<file path="src/rtl/pipe_daq_pkg.sv">
// Shared definitions for the DAQ pipeline read side: widths, capture FSM states
// and the layout of a buffered sample word.
package pipe_daq_pkg;

   localparam int NSAMP_MAX = 16;
   localparam int PIPW      = 192;
   localparam int EVTW      = 12;
   localparam int SMPW      = 4;
   localparam int WORDW     = 1 + EVTW + SMPW + PIPW;

   typedef enum logic [1:0] {
      ST_IDLE = 2'd0,
      ST_ARM  = 2'd1,
      ST_CAPT = 2'd2
   } cap_state_t;

   // Buffered word, MSB first: last flag, event number, sample index, pipeline data
   typedef struct packed {
      logic            last;
      logic [EVTW-1:0] evt;
      logic [SMPW-1:0] smp;
      logic [PIPW-1:0] data;
   } fifo_word_t;

   function automatic fifo_word_t pack_word(
      input logic            last,
      input logic [EVTW-1:0] evt,
      input logic [SMPW-1:0] smp,
      input logic [PIPW-1:0] data
   );
      fifo_word_t w;
      w.last = last;
      w.evt  = evt;
      w.smp  = smp;
      w.data = data;
      return w;
   endfunction

endpackage

</file>
<file path="src/rtl/pipe_sync_fifo.sv">
// Single-clock first-word-fall-through FIFO: the head word is visible on rd_data
// the cycle after it is written. A push into a full FIFO is accepted only with a pop.
module pipe_sync_fifo #(
   parameter int WIDTH = 209,
   parameter int AW    = 4
) (
   input  logic             RDCLK,
   input  logic             trst,
   input  logic             wr_en,
   input  logic [WIDTH-1:0] wr_data,
   input  logic             rd_en,
   output logic [WIDTH-1:0] rd_data,
   output logic             full,
   output logic             empty,
   output logic [AW:0]      count
);

   localparam int          DEPTH   = 1 << AW;
   localparam logic [AW:0] PTR_ONE = (AW+1)'(1);

   logic [WIDTH-1:0] mem [DEPTH];
   logic [AW:0]      wr_ptr_reg;
   logic [AW:0]      rd_ptr_reg;
   logic             push;
   logic             pop;

   // Extra pointer MSB distinguishes full from empty when the indices match
   assign empty   = (wr_ptr_reg == rd_ptr_reg);
   assign full    = (wr_ptr_reg[AW] != rd_ptr_reg[AW]) &&
                    (wr_ptr_reg[AW-1:0] == rd_ptr_reg[AW-1:0]);
   assign count   = wr_ptr_reg - rd_ptr_reg;
   assign pop     = rd_en & ~empty;
   assign push    = wr_en & (~full | pop);
   assign rd_data = mem[rd_ptr_reg[AW-1:0]];

   always_ff @(posedge RDCLK or posedge trst) begin
      if (trst) begin
         wr_ptr_reg <= '0;
         rd_ptr_reg <= '0;
      end else begin
         if (push) wr_ptr_reg <= wr_ptr_reg + PTR_ONE;
         if (pop)  rd_ptr_reg <= rd_ptr_reg + PTR_ONE;
      end
   end

   always_ff @(posedge RDCLK) begin
      if (push) mem[wr_ptr_reg[AW-1:0]] <= wr_data;
   end

endmodule

</file>
<file path="src/rtl/pipe_l1a_capture.sv">
// L1A-triggered capture of NSAMP consecutive pipeline words per event, tagged with
// event number and sample index, buffered in a FWFT FIFO with valid/ready drain.
module pipe_l1a_capture
   import pipe_daq_pkg::*;
#(
   parameter int NSAMP    = 8,
   parameter int FIFO_AW  = 4,
   parameter int MAX_PEND = 7
) (
   input  logic            CLK,
   input  logic            RST,
   input  logic            L1A,
   input  logic            SMPL_EN,
   input  logic [PIPW-1:0] PIPOUT,
   output logic [PIPW-1:0] DOUT,
   output logic [SMPW-1:0] DOUT_SMP,
   output logic [EVTW-1:0] DOUT_EVT,
   output logic            DOUT_LAST,
   output logic            DOUT_VLD,
   input  logic            DOUT_RDY,
   output logic            BUSY,
   output logic            L1A_ERR,
   output logic            OVFL
);

   localparam int               PENDW    = $clog2(MAX_PEND + 1);
   localparam logic [PENDW-1:0] PEND_MAX = PENDW'(MAX_PEND);
   localparam logic [PENDW-1:0] PEND_ONE = PENDW'(1);
   localparam logic [SMPW-1:0]  SMP_LAST = SMPW'(NSAMP - 1);
   localparam logic [SMPW-1:0]  SMP_ONE  = SMPW'(1);
   localparam logic [EVTW-1:0]  EVT_ONE  = EVTW'(1);

   cap_state_t       state_reg, state_next;
   logic [PENDW-1:0] pending_reg, pending_next;
   logic [EVTW-1:0]  evt_cnt_reg;
   logic [EVTW-1:0]  cur_evt_reg, cur_evt_next;
   logic [SMPW-1:0]  smp_reg, smp_next;
   logic             l1a_err_reg;
   logic             ovfl_reg;

   logic             l1a_acc;
   logic             l1a_drop;
   logic             start;
   logic [EVTW-1:0]  start_evt;
   logic             wr_en;
   fifo_word_t       wr_word;
   fifo_word_t       rd_word;
   logic             fifo_full;
   logic             fifo_empty;
   logic [FIFO_AW:0] fifo_count;
   logic             fifo_vld;
   logic             pop;

   assign l1a_acc  = L1A & (pending_reg != PEND_MAX);
   assign l1a_drop = L1A & (pending_reg == PEND_MAX);

   // Queued events hold contiguous numbers, so the oldest one is the counter minus the queue depth
   assign start_evt = evt_cnt_reg - EVTW'(pending_reg);

   always_comb begin
      state_next   = state_reg;
      start        = 1'b0;
      wr_en        = 1'b0;
      wr_word      = '0;
      smp_next     = smp_reg;
      cur_evt_next = cur_evt_reg;
      case (state_reg)
         ST_IDLE: begin
            if (pending_reg != '0) state_next = ST_ARM;
         end
         ST_ARM: begin
            if (SMPL_EN) begin
               start        = 1'b1;
               wr_en        = 1'b1;
               wr_word      = pack_word(NSAMP == 1, start_evt, '0, PIPOUT);
               cur_evt_next = start_evt;
               smp_next     = SMP_ONE;
               if (NSAMP == 1)
                  state_next = (pending_reg > PEND_ONE) ? ST_ARM : ST_IDLE;
               else
                  state_next = ST_CAPT;
            end
         end
         ST_CAPT: begin
            if (SMPL_EN) begin
               wr_en    = 1'b1;
               wr_word  = pack_word(smp_reg == SMP_LAST, cur_evt_reg, smp_reg, PIPOUT);
               smp_next = smp_reg + SMP_ONE;
               if (smp_reg == SMP_LAST)
                  state_next = (pending_reg != '0) ? ST_ARM : ST_IDLE;
            end
         end
         default: state_next = ST_IDLE;
      endcase
   end

   always_comb begin
      pending_next = pending_reg;
      case ({l1a_acc, start})
         2'b10:   pending_next = pending_reg + PEND_ONE;
         2'b01:   pending_next = pending_reg - PEND_ONE;
         default: pending_next = pending_reg;
      endcase
   end

   always_ff @(posedge CLK or posedge RST) begin
      if (RST) begin
         state_reg   <= ST_IDLE;
         pending_reg <= '0;
         evt_cnt_reg <= '0;
         cur_evt_reg <= '0;
         smp_reg     <= '0;
         l1a_err_reg <= 1'b0;
         ovfl_reg    <= 1'b0;
      end else begin
         state_reg   <= state_next;
         pending_reg <= pending_next;
         cur_evt_reg <= cur_evt_next;
         smp_reg     <= smp_next;
         if (l1a_acc) evt_cnt_reg <= evt_cnt_reg + EVT_ONE;
         if (l1a_drop) l1a_err_reg <= 1'b1;
         // Sample index keeps advancing on a drop so the event retains its slot timing
         if (wr_en & fifo_full & ~pop) ovfl_reg <= 1'b1;
      end
   end

   assign fifo_vld = ~fifo_empty;
   assign pop      = fifo_vld & DOUT_RDY;

   pipe_sync_fifo #(
      .WIDTH (WORDW),
      .AW    (FIFO_AW)
   ) u_fifo (
      .RDCLK   (CLK),
      .trst    (RST),
      .wr_en   (wr_en),
      .wr_data (wr_word),
      .rd_en   (DOUT_RDY),
      .rd_data (rd_word),
      .full    (fifo_full),
      .empty   (fifo_empty),
      .count   (fifo_count)
   );

   // Data outputs read zero whenever nothing is valid
   assign DOUT      = fifo_vld ? rd_word.data : '0;
   assign DOUT_SMP  = fifo_vld ? rd_word.smp  : '0;
   assign DOUT_EVT  = fifo_vld ? rd_word.evt  : '0;
   assign DOUT_LAST = fifo_vld & rd_word.last;
   assign DOUT_VLD  = fifo_vld;
   assign BUSY      = (state_reg != ST_IDLE) | (pending_reg != '0) | (fifo_count != '0);
   assign L1A_ERR   = l1a_err_reg;
   assign OVFL      = ovfl_reg;

endmodule

</file>
<file path="config.mk">
export PLATFORM = sky130hd
export DESIGN_NAME = pipe_l1a_capture
export DESIGN_NICKNAME = d
export VERILOG_FILES = /design/src/rtl/pipe_daq_pkg.sv /design/src/rtl/pipe_sync_fifo.sv /design/src/rtl/pipe_l1a_capture.sv
export SDC_FILE = /design/constraint.sdc
export NUM_CORES = 2
export LEC_CHECK = 0
export BUFFER_PORTS_ARGS = -buffer_cell sky130_fd_sc_hd__buf_4
export CORE_MARGIN = 2
export CORE_UTILIZATION = 45
export CTS_CLUSTER_DIAMETER = 150
export DETAILED_ROUTE_END_ITERATION = 12
export GPL_TIMING_DRIVEN = 1
export SLEW_MARGIN = 20
export SYNTH_ARGS = -nofsm -noshare
export SYNTH_HDL_FRONTEND = slang
export SYNTH_SLANG_ARGS = --single-unit
</file>
<file path="constraint.sdc">
create_clock -name CLK -period 17.8 [get_ports CLK]
set_input_delay 1.78 -clock CLK [delete_from_list [all_inputs] [get_ports CLK]]
set_output_delay 1.78 -clock CLK [all_outputs]
set_load 0.02 [all_outputs]
</file>
# [After elaboration in Yosys (flattened, before gate mapping)]
# Memories as Yosys holds them, arrays and structs flattened.
# Index checks and enable logic that the tools add are counted.
[classes] add_sub_neg=8 n_eq_ne=14 mux=21 bitwise_logic=13 n_reduce_logical=11
[ops] cell="$pmux 209 s2" count=1
[ops] cell="$mux 209" count=1
[ops] cell="$mux 208" count=1
[ops] cell="$mux 192" count=1
[ops] cell="$add 12x1->12 const B" count=1
[ops] cell="$mux 12" count=1
[ops] cell="$mux 4" count=3
[ops] cell="$sub 12x3->12" count=1
[ops] cell="$add 5x1->5 const B" count=2
[ops] cell="$mux 2" count=4
[ops] cell="$ne 2x2->1 const B" count=4
[ops] cell="$pmux 4 s2" count=1
[ops] cell="$and 1x1->1" count=7
[ops] cell="$mux 1" count=6
[ops] cell="$pmux 2 s3" count=1
[ops] cell="$pmux 3 s2" count=1
[ops] cell="$reduce_bool 2->1" count=3
[ops] cell="$eq 5x5->1" count=1
[ops] cell="$reduce_bool 5->1" count=1
[ops] cell="$sub 5x5->5" count=1
[ops] cell="$add 4x1->4 const B" count=1
[ops] cell="$eq 2x1->1 const B" count=2
[ops] cell="$eq 2x2->1 const B" count=2
[ops] cell="$eq 4x3->1 const B" count=1
[ops] cell="15 further kinds" count=19
[totals] register_bits=45 mem_bits_rw=3344 inputBits=197 out_inout_bits=213 wordCells=77 n_memories=1
[memory_table] name="u_fifo.mem" words=16 width=209 rd=1 rd_ports_with_merged_regs=0 wr=1 line="pipe_sync_fifo.sv:21" source="logic [WIDTH-1:0] mem [DEPTH];"

# [Depth between registers and ports, before layout]
[logic_depth] word_depth=7 mapped_depth=14 depth_no_buf=10

# [Modules after synthesis]
# A second synthesis with hierarchy kept.
[hier_totals] cells_unflattened=6308 hier_area_um2=132713.5
[by_module_without_submodules] mod="pipe_sync_fifo" n_inst=1 cells_per_inst=5639 area_each_um2=127972.7 seq_area_each_um2=100666.5
[by_module_without_submodules] mod="pipe_l1a_capture" n_inst=1 cells_per_inst=669 area_each_um2=4740.8 seq_area_each_um2=875.8

# [Worst setup path before layout]
# OpenSTA, ideal clock, no wires.
[synth_path] path_type="register to register" start="reg u_fifo.rd_ptr_reg[1]" end="mem u_fifo.mem[0][0] (enable)" setup_time_ns=1.034 t_arrival_ns=16.684 required_time_ns=16.766 setup_slack_ns=0.082 path_stages_with_launch=12 n_path_buf=5 period_less_slack_ns=17.718 cell_sequence="dfrtp_1 buf_2 buf_4 buf_2 buf_1 inv_1 ha_1 and4_1 clkbuf_1 a31oi_1 nand2_1 nor3_1"
[synth_between] elab_chain_len=7 word_cells_on_any_way=10 cone_classes="eq/ne: 2; mux: 2; bitwise: 5; reduce/logical: 1"
[synth_lines] item="start: declaration" line="pipe_sync_fifo.sv:23" source="logic [AW:0] rd_ptr_reg;"
[synth_lines] item="start signal: assignment" line="pipe_sync_fifo.sv:42" source="if (pop) rd_ptr_reg <= rd_ptr_reg + PTR_ONE;"
[synth_lines] item="$eq 5x5->1 or $eq 4x4->1 (tied branches)" line="pipe_sync_fifo.sv:28, pipe_sync_fifo.sv:30"
[synth_lines] item="$not 1->1 or $logic_and 1x1->1 (tied branches)" line="pipe_sync_fifo.sv:32, pipe_sync_fifo.sv:29"
[synth_lines] item="$and 1x1->1 or $not 1->1 (tied branches)" line="pipe_sync_fifo.sv:32, pipe_sync_fifo.sv:33"
[synth_lines] item="$or 1x1->1 (*)" line="pipe_sync_fifo.sv:33" source="assign push = wr_en & (~full | pop);"
[synth_lines] item="$and 1x1->1 (*)" line="pipe_sync_fifo.sv:33"
[synth_lines] item="$mux 1 (*)" line="pipe_sync_fifo.sv:47" source="if (push) mem[wr_ptr_reg[AW-1:0]] <= wr_data;"
[synth_lines] item="$mux 1 (not written as such) (*)" line="pipe_sync_fifo.sv:47"
[synth_lines] item="end: declaration" line="pipe_sync_fifo.sv:21"
# Every way passes the cells marked *; elsewhere a longest branch is shown, timed or not.

# [Worst setup path in the final report]
[layout_path] start="reg u_fifo.rd_ptr_reg[1]" end="out DOUT[109]"
[layout_between] elab_chain_len=2 word_cells_on_any_way=3 cone_classes="eq/ne: 1; mux: 1; memory: 1"
[layout_lines] item="$mem_v2 16x209 or $eq 5x5->1 (tied branches)"
[layout_lines] item="$mux 192 (*)" line="pipe_l1a_capture.sv:146" source="assign DOUT = fifo_vld ? rd_word.data : '0;"
[layout_lines] item="end: declaration" line="pipe_l1a_capture.sv:15" source="output logic [PIPW-1:0] DOUT,"
# Marked as above.

==> reports/summary.json <==
{
  "power": {
    "net-switching-power_mw": 8.16,
    "cellInternalPower_mw": 17.1,
    "power.share.switching": 0.323,
    "sequentialPowerShare": 0.393,
    "p_clk_frac": 0.288,
    "peakVddDrop_v": 0.000149,
    "total_power_mw": 25.3,
    "total_leakage_power_nw": 48.2,
    "cellPowerDensity_nw_per_um2": 170,
    "share_comb_of_total_power": 0.319
  },
  "logic_synthesis": {
    "syn_nets": 5836,
    "syn-mean-instance-area_um2": 23.0,
    "yosysSeqAreaShare": 0.785,
    "netlist.top_cell.by_area": "sky130_fd_sc_hd__edfxtp_1",
    "synth_ff_type": "sky130_fd_sc_hd__edfxtp_1",
    "yosysWarnings": 0,
    "synth-edff-count": 3344,
    "synthArstFlopShare": 0.0133,
    "ys_seq_elements": 3389,
    "synthTopCellsByArea": "sky130_fd_sc_hd__edfxtp_1 78%, sky130_fd_sc_hd__mux4_2 15%, sky130_fd_sc_hd__mux2i_1 1.6%, sky130_fd_sc_hd__a22oi_1 1.2%, sky130_fd_sc_hd__and2_1 0.95%",
    "cells_after_synthesis": 5618,
    "synth.cell_area_um2": 129000,
    "synth.lib_cells_used.distinct": 46,
    "synth_top_cell_area_share": 0.777
  },
  "worst_setup_path": {
    "timing.critical_path.from_type": "register",
    "worst-r2r-cell-count": 9,
    "timing.setup.critical_path_class": "reg -> out",
    "arrival_ns": 6.12,
    "setup.worst_path.end_class": "primary output",
    "worst_ep_required_time_ns": 16.02,
    "critical_path_peak_fanout": 99
  },
  "clock_network": {
    "number_of_buffers_added_by_the_clock_tree_synthesis_step": 357,
    "worst_skew_pair.late_latency_ns": 0.92,
    "cts_tree": "done",
    "cts_resized": 0,
    "ctsLongestPathBuffers": 4,
    "path_clk_slew_ns": 0.06,
    "cts_setup_buffers": 0,
    "clockRootBuffer": "sky130_fd_sc_hd__clkbuf_16",
    "cts.sinks": 3389,
    "hold_buffers": 0,
    "cts-htree-levels": 5
  },
  "route": {
    "detailroute.via_count": 60400,
    "detail_route.drc_violations": 0,
    "detailedRoute.firstPassIterationCount": 5,
    "post_route_wl_um": 312000,
    "vias_per_cell": 5.87,
    "wire_per_inst_um": 30.4,
    "drt-initial-drc-count": 6296,
    "antenna_left": 0
  },
  "run": {
    "max_cap_viol_count": 0
  },
  "place": {
    "dpl_cell_area_um2": 137000,
    "place.detailed.hpwl_um": 154000,
    "placement.io_buffers": 409,
    "placer_s_final_routability_congestion_estimate": 0.733,
    "pre_cts_slack_ns": 10.67
  },
  "sta": {
    "setup_total_negative_slack_ns": 0,
    "fin_worst_hold_slack_ns": 0.486,
    "hold_viol": 0,
    "min_period_ns": 7.90,
    "number_of_failing_setup_endpoints_in_the_final_timing_report": 0,
    "rsz0062_at_grt": "no",
    "maxSlewHeadroom": 0.254,
    "pins_over_their_slew_limit": 0,
    "worst-slew-pin-transition_ns": 1.12,
    "clock.fmax_ghz": 0.127,
    "fin_worst_skew_ns": 0.0367,
    "timing.final.crit_share": 0.444,
    "final_critical_path_setup_slack_ns": 9.90
  },
  "grt": {
    "antenna_found_initial": 36,
    "grt_first_pass_wirelength_um": 450000,
    "grt_use_total": 0.212,
    "grt_max_degree": 118,
    "globalRouteOverflowTotal": 0,
    "first_global_vias": 63500
  },
  "finish": {
    "drive_gt1_frac": 0.295,
    "finalInstanceArea_um2": 149000,
    "area_growth_syn_to_layout_pct": 15.0,
    "nNetsFinal": 6431,
    "largest_register_ffs": 3344
  },
  "die": {
    "die_h_um": 540,
    "num_rows": 196,
    "die_area_um2": 292000,
    "initial_core_util": 0.453,
    "core_region_area_um2": 285000,
    "die-width_um": 540,
    "io-pin-count": 410
  },
  "hold_path": {
    "hold_depth": 2,
    "worstHoldPathType": "reg -> reg"
  },
  "run_status": {
    "status": "completed"
  }
}
==> area by class of cell <==
class	count	area, um^2
sequential	3389	102000
tap	3762	4710
multi-input combinational	1899	26500
fill	22100	137000
inverter	18	68.8
timing repair buffer	548	4350
clock inverter	220	2090
antenna	5	12.5
clock buffer	440	9400
==> power groups by stage <==
stage	sequential [mW]	combinational, mW	clock (mW)
after global routing	9.98	8.63	7.73
after global placement	10.1	8.16	0
final	9.93	8.07	7.28
after floorplan	10.2	5.12	0
after CTS	9.93	8.24	7.43
after detailed placement	10.1	8.22	0
==> critical path, cell delays in order (launching register included) <==
cell,delay [ns]
sky130_fd_sc_hd__dfrtp_4,0.86
sky130_fd_sc_hd__buf_4,0.63
sky130_fd_sc_hd__buf_12,0.62
sky130_fd_sc_hd__buf_4,0.86
sky130_fd_sc_hd__buf_4,0.81
sky130_fd_sc_hd__mux4_2,0.59
sky130_fd_sc_hd__mux2i_1,0.14
sky130_fd_sc_hd__o21ai_0,0.20
sky130_fd_sc_hd__buf_4,0.27
==> placed cells by master, fill, tap and decap left out, types with 4 or more instances in the layout <==
master                      synthesis  routed
sky130_fd_sc_hd__clkinv_4           0       4
sky130_fd_sc_hd__a21oi_1            6       4
sky130_fd_sc_hd__a31oi_1            5       5
sky130_fd_sc_hd__mux2i_1          213     213
sky130_fd_sc_hd__xnor2_1           22      22
sky130_fd_sc_hd__o21ai_0          235     235
sky130_fd_sc_hd__diode_2            0       5
sky130_fd_sc_hd__inv_1             17      16
sky130_fd_sc_hd__inv_6              0       8
sky130_fd_sc_hd__nor3_1             8       4
sky130_fd_sc_hd__clkinv_1           1      87
sky130_fd_sc_hd__nor2_4             0      13
sky130_fd_sc_hd__edfxtp_1        3344    3344
sky130_fd_sc_hd__clkinv_8           0       5
sky130_fd_sc_hd__inv_16             0      10
sky130_fd_sc_hd__buf_4              1     530
sky130_fd_sc_hd__mux4_2           836     836
sky130_fd_sc_hd__nor2_1            24      11
sky130_fd_sc_hd__nor3_2             0       4
sky130_fd_sc_hd__and3_1             7       7
sky130_fd_sc_hd__clkbuf_1         132      74
sky130_fd_sc_hd__nor4_1             4       4
sky130_fd_sc_hd__nand2_1           44      43
sky130_fd_sc_hd__a22oi_1          209     209
sky130_fd_sc_hd__buf_12             0      17
sky130_fd_sc_hd__nand3_1           13      13
sky130_fd_sc_hd__nand2b_1           5       5
sky130_fd_sc_hd__and2_1           197     197
sky130_fd_sc_hd__dfrtp_1           45      42
sky130_fd_sc_hd__clkbuf_16          0     363
sky130_fd_sc_hd__bufinv_16          0      31
sky130_fd_sc_hd__nand4_1            4       4
sky130_fd_sc_hd__ha_1              19      19
sky130_fd_sc_hd__clkinv_2           0      70
sky130_fd_sc_hd__xor2_1            12      12
==> through the flow <==
stage / cells / utilization
after floorplan: 5618 / -
after global placement: 9615 / 0.480
after detailed placement: 9615 / 0.480
after CTS: 10300 / 0.521
after global routing: 10300 / 0.521
final: 10300 / 0.521
==> cell families after synthesis <==
kind of cell               synth area share
buffers and inverters                0.0110
AOI/OAI and AO/OA                    0.0225
muxes                                 0.162
and+or+nand+nor                      0.0144
adders and majority gates           0.00215
xor gates and xnor gates            0.00230
DFF                                   0.785
==> metal layers <==
| metal | vias to the layer above | part of all wire | global-route usage |
|---|---|---|---|
| met5 | - | 0.00098 | 0 |
| met4 | 46 | 0.024 | 0.0562 |
| met3 | 474 | 0.075 | 0.0470 |
| met2 | 2056 | 0.49 | 0.344 |
| met1 | 32800 | 0.41 | 0.292 |
| li1 | 25100 | - | - |
==> worst paths after layout <==
kind	endpoint	from	slack [ns]
max	DOUT[109]	u_fifo.rd_ptr_reg[1]	9.90
min	cur_evt_reg[1]	cur_evt_reg[1]	0.49
max reg2reg	u_fifo.mem[13][141]	u_fifo.rd_ptr_reg[2]	11.84
min reg2reg	cur_evt_reg[1]	cur_evt_reg[1]	0.49
max in group asynchronous	u_fifo.rd_ptr_reg[0]	RST	16.21
min in group asynchronous	evt_cnt_reg[3]	RST	1.00
==> cells in the mapped netlist, drive strengths merged (5+ instances only) <==
cell    number
and3         7
and2       197
clkbuf     132
xor2        12
o21ai      235
edfxtp    3344
a31oi        5
xnor2       22
nand2b       5
inv         17
dfrtp       45
nand3       13
buf        180
mux2i      213
mux4       836
nor2b        5
ha          19
nor2        24
nand2       44
a22oi      209
a21oi        6
nor3         8
Note: power is estimated with default switching activity, not from simulation.
